[src/rtl/circuit_pipe.sv]
// circuit_pipe: WIDTH-lane F(A,B,C) evaluator, 2-stage valid/ready pipeline (2-cycle latency, stalls
// when out_ready=0) with a built-in 8-vector self-test; `define CIRCUIT_PIPE_PERF_EN adds xfer_cnt.
module circuit_pipe #(
  parameter int WIDTH = 8
) (
  input  logic             clk,
  input  logic             rst,
  input  logic [WIDTH-1:0] A,
  input  logic [WIDTH-1:0] B,
  input  logic [WIDTH-1:0] C,
  input  logic             in_valid,
  output logic             in_ready,
  output logic [WIDTH-1:0] O,
  output logic             out_valid,
  input  logic             out_ready,
  input  logic             start,
  output logic             busy,
  output logic             done,
  output logic             pass
`ifdef CIRCUIT_PIPE_PERF_EN
  ,
  output logic [15:0]      xfer_cnt
`endif
);

  typedef enum logic [1:0] {IDLE, SWEEP, DRAIN, DONE} state_t;

  // Bit n is F for the input combination {A,B,C} = n.
  localparam logic [7:0] F_TRUTH = 8'h1A;

  state_t           state, state_nxt;
  logic [2:0]       cnt;
  logic             stream_mode, start_ok, adv, s1_load;
  logic             src_valid, src_test, chk_fail;
  logic [WIDTH-1:0] src_a, src_b, src_c;

  logic             s1_valid, s1_test;
  logic [2:0]       s1_tag;
  logic [WIDTH-1:0] s1_t1, s1_t2;
  logic             s2_valid, s2_test;
  logic [2:0]       s2_tag;

  assign stream_mode = (state == IDLE) || (state == DONE);
  assign start_ok    = start & stream_mode & ~s1_valid & ~s2_valid;
  assign done        = (state == DONE);

  always_comb begin
    state_nxt = state;
    busy      = 1'b0;
    src_test  = 1'b0;
    case (state)
      IDLE, DONE: if (start_ok) state_nxt = SWEEP;
      SWEEP: begin
        busy     = 1'b1;
        src_test = 1'b1;
        if (cnt == 3'd7) state_nxt = DRAIN;
      end
      DRAIN: begin
        busy = 1'b1;
        if (cnt == 3'd1) state_nxt = DONE;
      end
      default: state_nxt = IDLE;
    endcase
  end

  always_ff @(posedge clk or posedge rst) begin
    if (rst) state <= IDLE;
    else     state <= state_nxt;
  end

  // The sweep index doubles as the drain-cycle counter; it wraps 7->0 on entering DRAIN.
  always_ff @(posedge clk or posedge rst) begin
    if (rst)       cnt <= 3'd0;
    else if (busy) cnt <= cnt + 3'd1;
    else           cnt <= 3'd0;
  end

  // A start that is being accepted blocks input so no stream vector is trapped behind the sweep.
  assign adv       = busy | ~s2_valid | out_ready;
  assign s1_load   = ~s1_valid | adv;
  assign in_ready  = s1_load & stream_mode & ~start_ok & ~rst;
  assign src_valid = src_test | (in_valid & in_ready);
  assign src_a     = src_test ? {WIDTH{cnt[2]}} : A;
  assign src_b     = src_test ? {WIDTH{cnt[1]}} : B;
  assign src_c     = src_test ? {WIDTH{cnt[0]}} : C;

  always_ff @(posedge clk or posedge rst) begin
    if (rst) begin
      s1_valid <= 1'b0;
      s1_test  <= 1'b0;
      s1_tag   <= 3'd0;
      s1_t1    <= '0;
      s1_t2    <= '0;
    end else if (s1_load) begin
      s1_valid <= src_valid;
      s1_test  <= src_test;
      if (src_valid) begin
        s1_tag <= cnt;
        s1_t1  <= (~src_a | src_b) & src_c;
        s1_t2  <= (~src_b ^ src_c) & src_a;
      end
    end
  end

  always_ff @(posedge clk or posedge rst) begin
    if (rst) begin
      s2_valid <= 1'b0;
      s2_test  <= 1'b0;
      s2_tag   <= 3'd0;
      O        <= '0;
    end else if (adv) begin
      s2_valid <= s1_valid;
      s2_test  <= s1_test;
      if (s1_valid) begin
        s2_tag <= s1_tag;
        O      <= s1_t1 ^ s1_t2;
      end
    end
  end

  assign out_valid = s2_valid & ~s2_test;
  assign chk_fail  = s2_valid & s2_test & (O != {WIDTH{F_TRUTH[s2_tag]}});

  always_ff @(posedge clk or posedge rst) begin
    if (rst)           pass <= 1'b0;
    else if (start_ok) pass <= 1'b1;
    else if (chk_fail) pass <= 1'b0;
  end

`ifdef CIRCUIT_PIPE_PERF_EN
  always_ff @(posedge clk or posedge rst) begin
    if (rst) xfer_cnt <= 16'd0;
    else if (out_valid && out_ready && (xfer_cnt != 16'hFFFF)) xfer_cnt <= xfer_cnt + 16'd1;
  end
`endif

endmodule

[config.mk]
export PLATFORM = sky130hd
export DESIGN_NAME = circuit_pipe
export DESIGN_NICKNAME = d
export VERILOG_FILES = /design/src/rtl/circuit_pipe.sv
export SDC_FILE = /design/constraint.sdc
export NUM_CORES = 1
export LEC_CHECK = 0
export ABC_AREA = 1
export CAP_MARGIN = 20
export CORE_AREA = 2 2 93 50
export CTS_BUF_LIST = sky130_fd_sc_hd__clkbuf_4 sky130_fd_sc_hd__clkbuf_8
export DETAILED_ROUTE_END_ITERATION = 10
export DIE_AREA = 0 0 95 52
export PLACE_DENSITY = 0.88
export SLEW_MARGIN = 15
export SYNTH_ARGS = -nofsm -noshare
export SYNTH_HDL_FRONTEND = slang
export SYNTH_SLANG_ARGS = --single-unit
[constraint.sdc]
create_clock -name clk -period 2.7 [get_ports clk]
set_input_delay 0.405 -clock clk [delete_from_list [all_inputs] [get_ports clk]]
set_output_delay 0.405 -clock clk [all_outputs]
set_load 0.1 [all_outputs]
Word level (Yosys, flattened, before mapping)
Memory sizes are Yosys's and may differ from the RTL's.
Cells that the tools add are included.
- bits in registers: 40
- bits in read-only memories: 8
- input bits: 29
- output and inout port bits: 13
- logic and storage cells: 71
- memories: 1
- memory list (name ; words ; bits a word ; read ports ; clocked after Yosys merged registers in ; write ports ; line ; source):
    (no name shown) ; 8 ; 1 ; 1 ; 0 ; 0 ; 122 ; assign chk_fail = s2_valid & s2_test & (O != {WIDTH{F_TRUTH[s2_tag]}});
- add/subtract/negate cells: 1
- $lt $le $gt $ge: 1
- equal/unequal tests: 9
- muxes and demuxes: 13
- bitwise gates (word level): 26
- reductions and logical operators: 8
- operator list (kind ; number):
    $mux 8 ; 3
    $and 8x8->8 ; 2
    $not 8->8 ; 2
    $xor 8x8->8 ; 2
    $and 1x1->1 ; 10
    $ne 8x8->1 ; 1
    $or 8x8->8 ; 1
    $mux 2 ; 3
    $ne 2x2->1 const B ; 3
    $pmux 2 s3 ; 1
    $mux 1 ; 5
    $not 1->1 ; 5
    $eq 2x2->1 const B ; 2
    $lt 3x4->1 const B ; 1
    $or 1x1->1 ; 4
    $reduce_and 2->1 ; 2
    $reduce_or 2->1 ; 2
    $add 3x1->3 const B ; 1
    $eq 3x1->1 const B ; 1
    $eq 3x3->1 const B ; 1
    $mux 3 ; 1
    $reduce_and 3->1 ; 1
    $eq 2x1->1 const B ; 1
    $logic_not 2->1 ; 1
    other kinds (2) ; 2

Longest topological paths before layout
- depth in word-level cells: 12
- depth in mapped cells: 11

Worst setup path after synthesis
Ideal clock, no wire load.
- path type: input to output
- from: input port rst
- to: output port in_ready
- arrival time: 2.722 ns
- required time: 2.295 ns
- setup slack: -0.427 ns
- stages on the path: 3
- path buffers: 0
- cell sequence: inv_1 -> nand2_1 -> nor2_1
- word-level cells in the longest chain between the ends: 2
- RTL lines (what ; line ; source):
    from (decl) ; 7 ; input logic rst,
    $not 1->1 ; 81 ; assign in_ready = s1_load & stream_mode & ~start_ok & ~rst;
    $and 1x1->1 ; 81 ;
    to (decl) ; 12 ; output logic in_ready,
No other way between the ends.

Final worst setup path
- from: register state[0]
- to: output port in_ready
- word-level cells in the longest chain between the ends: 9
- elaborated cells on any way between the ends: 17
- RTL lines (what ; line ; source):
    from (decl) ; 31 ; state_t state, state_nxt;
    from (signal assigned) ; 68 ; else state <= state_nxt;
    $eq 2x2->1 / $eq 2x1->1 (equally long branches) ; 51 ; case (state)
    $reduce_or 2->1 (no source line) ; -- ;
    $mux 1 ; 51 ;
    $or 1x1->1 (2 in a row) ; 79 ; assign adv = busy | ~s2_valid | out_ready;
    $or 1x1->1 ; 80 ; assign s1_load = ~s1_valid | adv;
    $and 1x1->1 ; 81 ;
    $and 1x1->1 * (2 in a row) ; 81 ;
Mark *: on every way between the ends. The rest lies on a longest branch, timed or not.

==> results.py <==
metrics = {
    "logic_synthesis": {
        "async_flop_share_pct": 100.0,
        "yosysSeqAreaShare_pct": 43.13,
        "yosys.area_share.xor_xnor_pct": 3.019,
        "synth_cell_types": 26,
        "synthMuxAreaShare_pct": 0,
        "synth-main-ff-cell": "dfrtp_1",
        "synthAdderAreaFrac_pct": 3.774,
        "synth_top_family_by_area": "simple AND/OR/NAND/NOR gates",
        "synth_cells": 297,
        "ys_ff_latch": 40,
        "syn_nets": 333,
        "syn_avg_cell_area_um2": 7.815,
        "synth_area_um2": 2321,
        "yosys_warnings": 0,
        "synth_compound_area_share_pct": 9.057,
        "synth_edf_count": 0,
        "synthSimpleGateAreaFrac_pct": 34.56,
    },
    "drt": {
        "routedWlPerCell_um": 13.18,
        "routed.top_layer": "met4",
        "drt_iter0_drc": 124,
        "drc": 0,
        "met3_length_um": 242,
        "via_per_inst": 5.359,
        "met2RoutedLength_mm": 2.437,
        "drtPass1Iterations": 4,
        "wl_mm": 5.180,
        "ant_nets": 0,
        "via_count": 2106,
        "wl_met1_mm": 2.421,
    },
    "placement": {
        "hpwl_mm": 3.811,
        "port_buffers": 41,
        "place.gp.congestion": 0.8138,
        "dp_slack_ns": 0.5967,
    },
    "clocking": {
        "cts_made_buffers": 5,
        "clockBufferDepth": 2,
        "clk_pin_slew_ns": 0.08,
        "cts_tree": "yes",
        "cts_sinks": 40,
        "post_cts.repair.setup_buffers": 0,
        "clock_latency_ns": 0.29,
        "post_cts_hold_buffer_count": 0,
        "cts_resized": 0,
        "cts_root_buffer": "clkbuf_8",
        "htreeDepth": 2,
    },
    "sta": {
        "worst_pin_slew_ns": 0.5449,
        "fin_crit_ns": 2.264,
        "hold_viol": 0,
        "relSlewSlack_pct": 63.59,
        "post-route-period-util_pct": 83.84,
        "slew_viol_final": 0,
        "setup_tns_ns": 0,
        "rsz0062_at_grt": "no",
        "setup_ws_ns": 0.4364,
        "fmax_mhz": 441.8,
        "setup_violations": 0,
        "clock_skew_ns": 0.005252,
    },
    "worst_setup_path": {
        "startpoint_type": "register",
        "worstPathMaxFanout": 9,
        "crit_required_ns": 2.30,
        "worstPathArrival_ns": 1.86,
        "crit_type": "register to output pin",
        "critPathCaptureType": "output pin",
    },
    "cells_and_area": {
        "mostFrequentLayoutCells": "nand2_1 (88), nor2_1 (45), dfrtp_1 (40)",
        "nNetsFinal": 372,
        "final_core_util_pct": 67.93,
        "final_common_cell": "nand2_1",
        "drive_gt1_share_pct": 17.56,
        "fill_cells": 330,
        "area_delta_synth_final_pct": 22.64,
        "antenna_cells": 0,
    },
    "grt": {
        "overflow": 0,
        "grt_max_degree": 41,
        "grt_pass1_wl_mm": 8.562,
        "grt_pass1_vias": 1908,
        "antenna_found_initial": 0,
        "grt_usage_pct": 22.98,
    },
    "die": {
        "coreArea_um2": 4190,
        "fp-row-count": 17,
        "fp.dieW_um": 95,
        "ios": 42,
        "die_height_um": 52,
        "start_util_pct": 55.39,
        "dieArea_um2": 4940,
    },
    "hold_path": {
        "hold_class": "register to register",
    },
    "flow_run": {
        "drv_cap": 0,
    },
    "outcome": {
        "status": "completed",
    },
}
==> path summary, 6_finish.rpt <==
check / startpoint / to / slack (ns) / cells past startpoint
setup / recovery: state[0]$_DFFE_PP0P_ / in_ready / 0.44 / 6
hold / removal: pass$_DFFE_PP0P_ / pass$_DFFE_PP0P_ / 0.48 / 2
setup reg to reg: state[0]$_DFFE_PP0P_ / s1_t2[4]$_DFFE_PP0P_ / 0.58 / 7
hold reg to reg: pass$_DFFE_PP0P_ / pass$_DFFE_PP0P_ / 0.48 / 2
max in group asynchronous: rst / s1_t1[3]$_DFFE_PP0P_ / 1.65 / 3
min in group asynchronous: rst / s1_t2[0]$_DFFE_PP0P_ / 0.70 / 3
==> state kept, by name, summed over array words and instances, names as in the netlist <==
signal / cells
state: 2
s2_tag: 3
s1_t1: 8
s1_t2: 8
s1_test: 1
pass: 1
s1_tag: 3
s1_valid: 1
s2_valid: 1
s2_test: 1
O: 8
cnt: 3
==> critical path, cell delays in order, from the launching register on <==
cell and delay [ns]:
dfrtp_1 0.43, inv_1 0.06, ha_1 0.41, nand4_2 0.21, nand2_1 0.09, nor2_2 0.17
buf_12 0.19
==> Yosys cell counts (3+ instances only) <==
library cell	instances	share of area, %
ha_1	7	3.8
a31oi_1	8	2.2
xnor2_1	8	3.0
inv_1	14	2.3
inv_2	3	0.49
dfrtp_1	40	43
nand2_1	88	14
o21ai_0	13	2.8
buf_2	5	1.1
a21oi_2	7	2.6
nor2_1	46	7.4
nand3_1	23	5.0
buf_4	3	0.97
nand2_2	20	5.4
==> through the flow <==
| stage | instance area, um2 | hold slack [ns] | cells |
|---|---|---|---|
| 2_1_floorplan | 2327 | 0.4033 | 297 |
| 3_3_place_gp | 2718 | 0.4594 | 386 |
| 3_5_place_dp | 2718 | 0.4697 | 386 |
| 4_1_cts | 2846 | 0.4876 | 393 |
| 5_1_grt | 2846 | 0.5222 | 393 |
| 6_report | 2846 | 0.4826 | 393 |
==> layout make-up <==
cell class / instances / area [um2] / area share (%)
inverters: 17 / 67.56 / 2.374
well taps: 57 / 71.32 / 2.505
clock inverters: 2 / 60.06 / 2.110
multi-input cells: 229 / 1172 / 41.19
flip-flops and latches: 40 / 1001 / 35.16
repair buffers: 43 / 405.4 / 14.24
clock buffers: 5 / 68.82 / 2.418
==> per-layer routing <==
metal / GRT usage (%) / up-vias
li1: - / 1029
met1: 30.61 / 1004
met2: 38.18 / 59
met3: 5.217 / 14
met4: 6.280 / 0
met5: 0 / -
==> cell families (layout without fill, tap and decap cells) <==
logic type | count (synthesis) | count (layout)
AO/OA/AOI/OAI | 32 | 32
XOR/XNOR | 8 | 8
adder cells (fa/ha/maj) | 7 | 7
buffers and inverters | 28 | 67
flip-flops | 40 | 40
AND/OR/NAND/NOR | 182 | 182
Power is not shown: default switching activity piles up to over one toggle a cycle in this logic, so the estimate is an artifact.
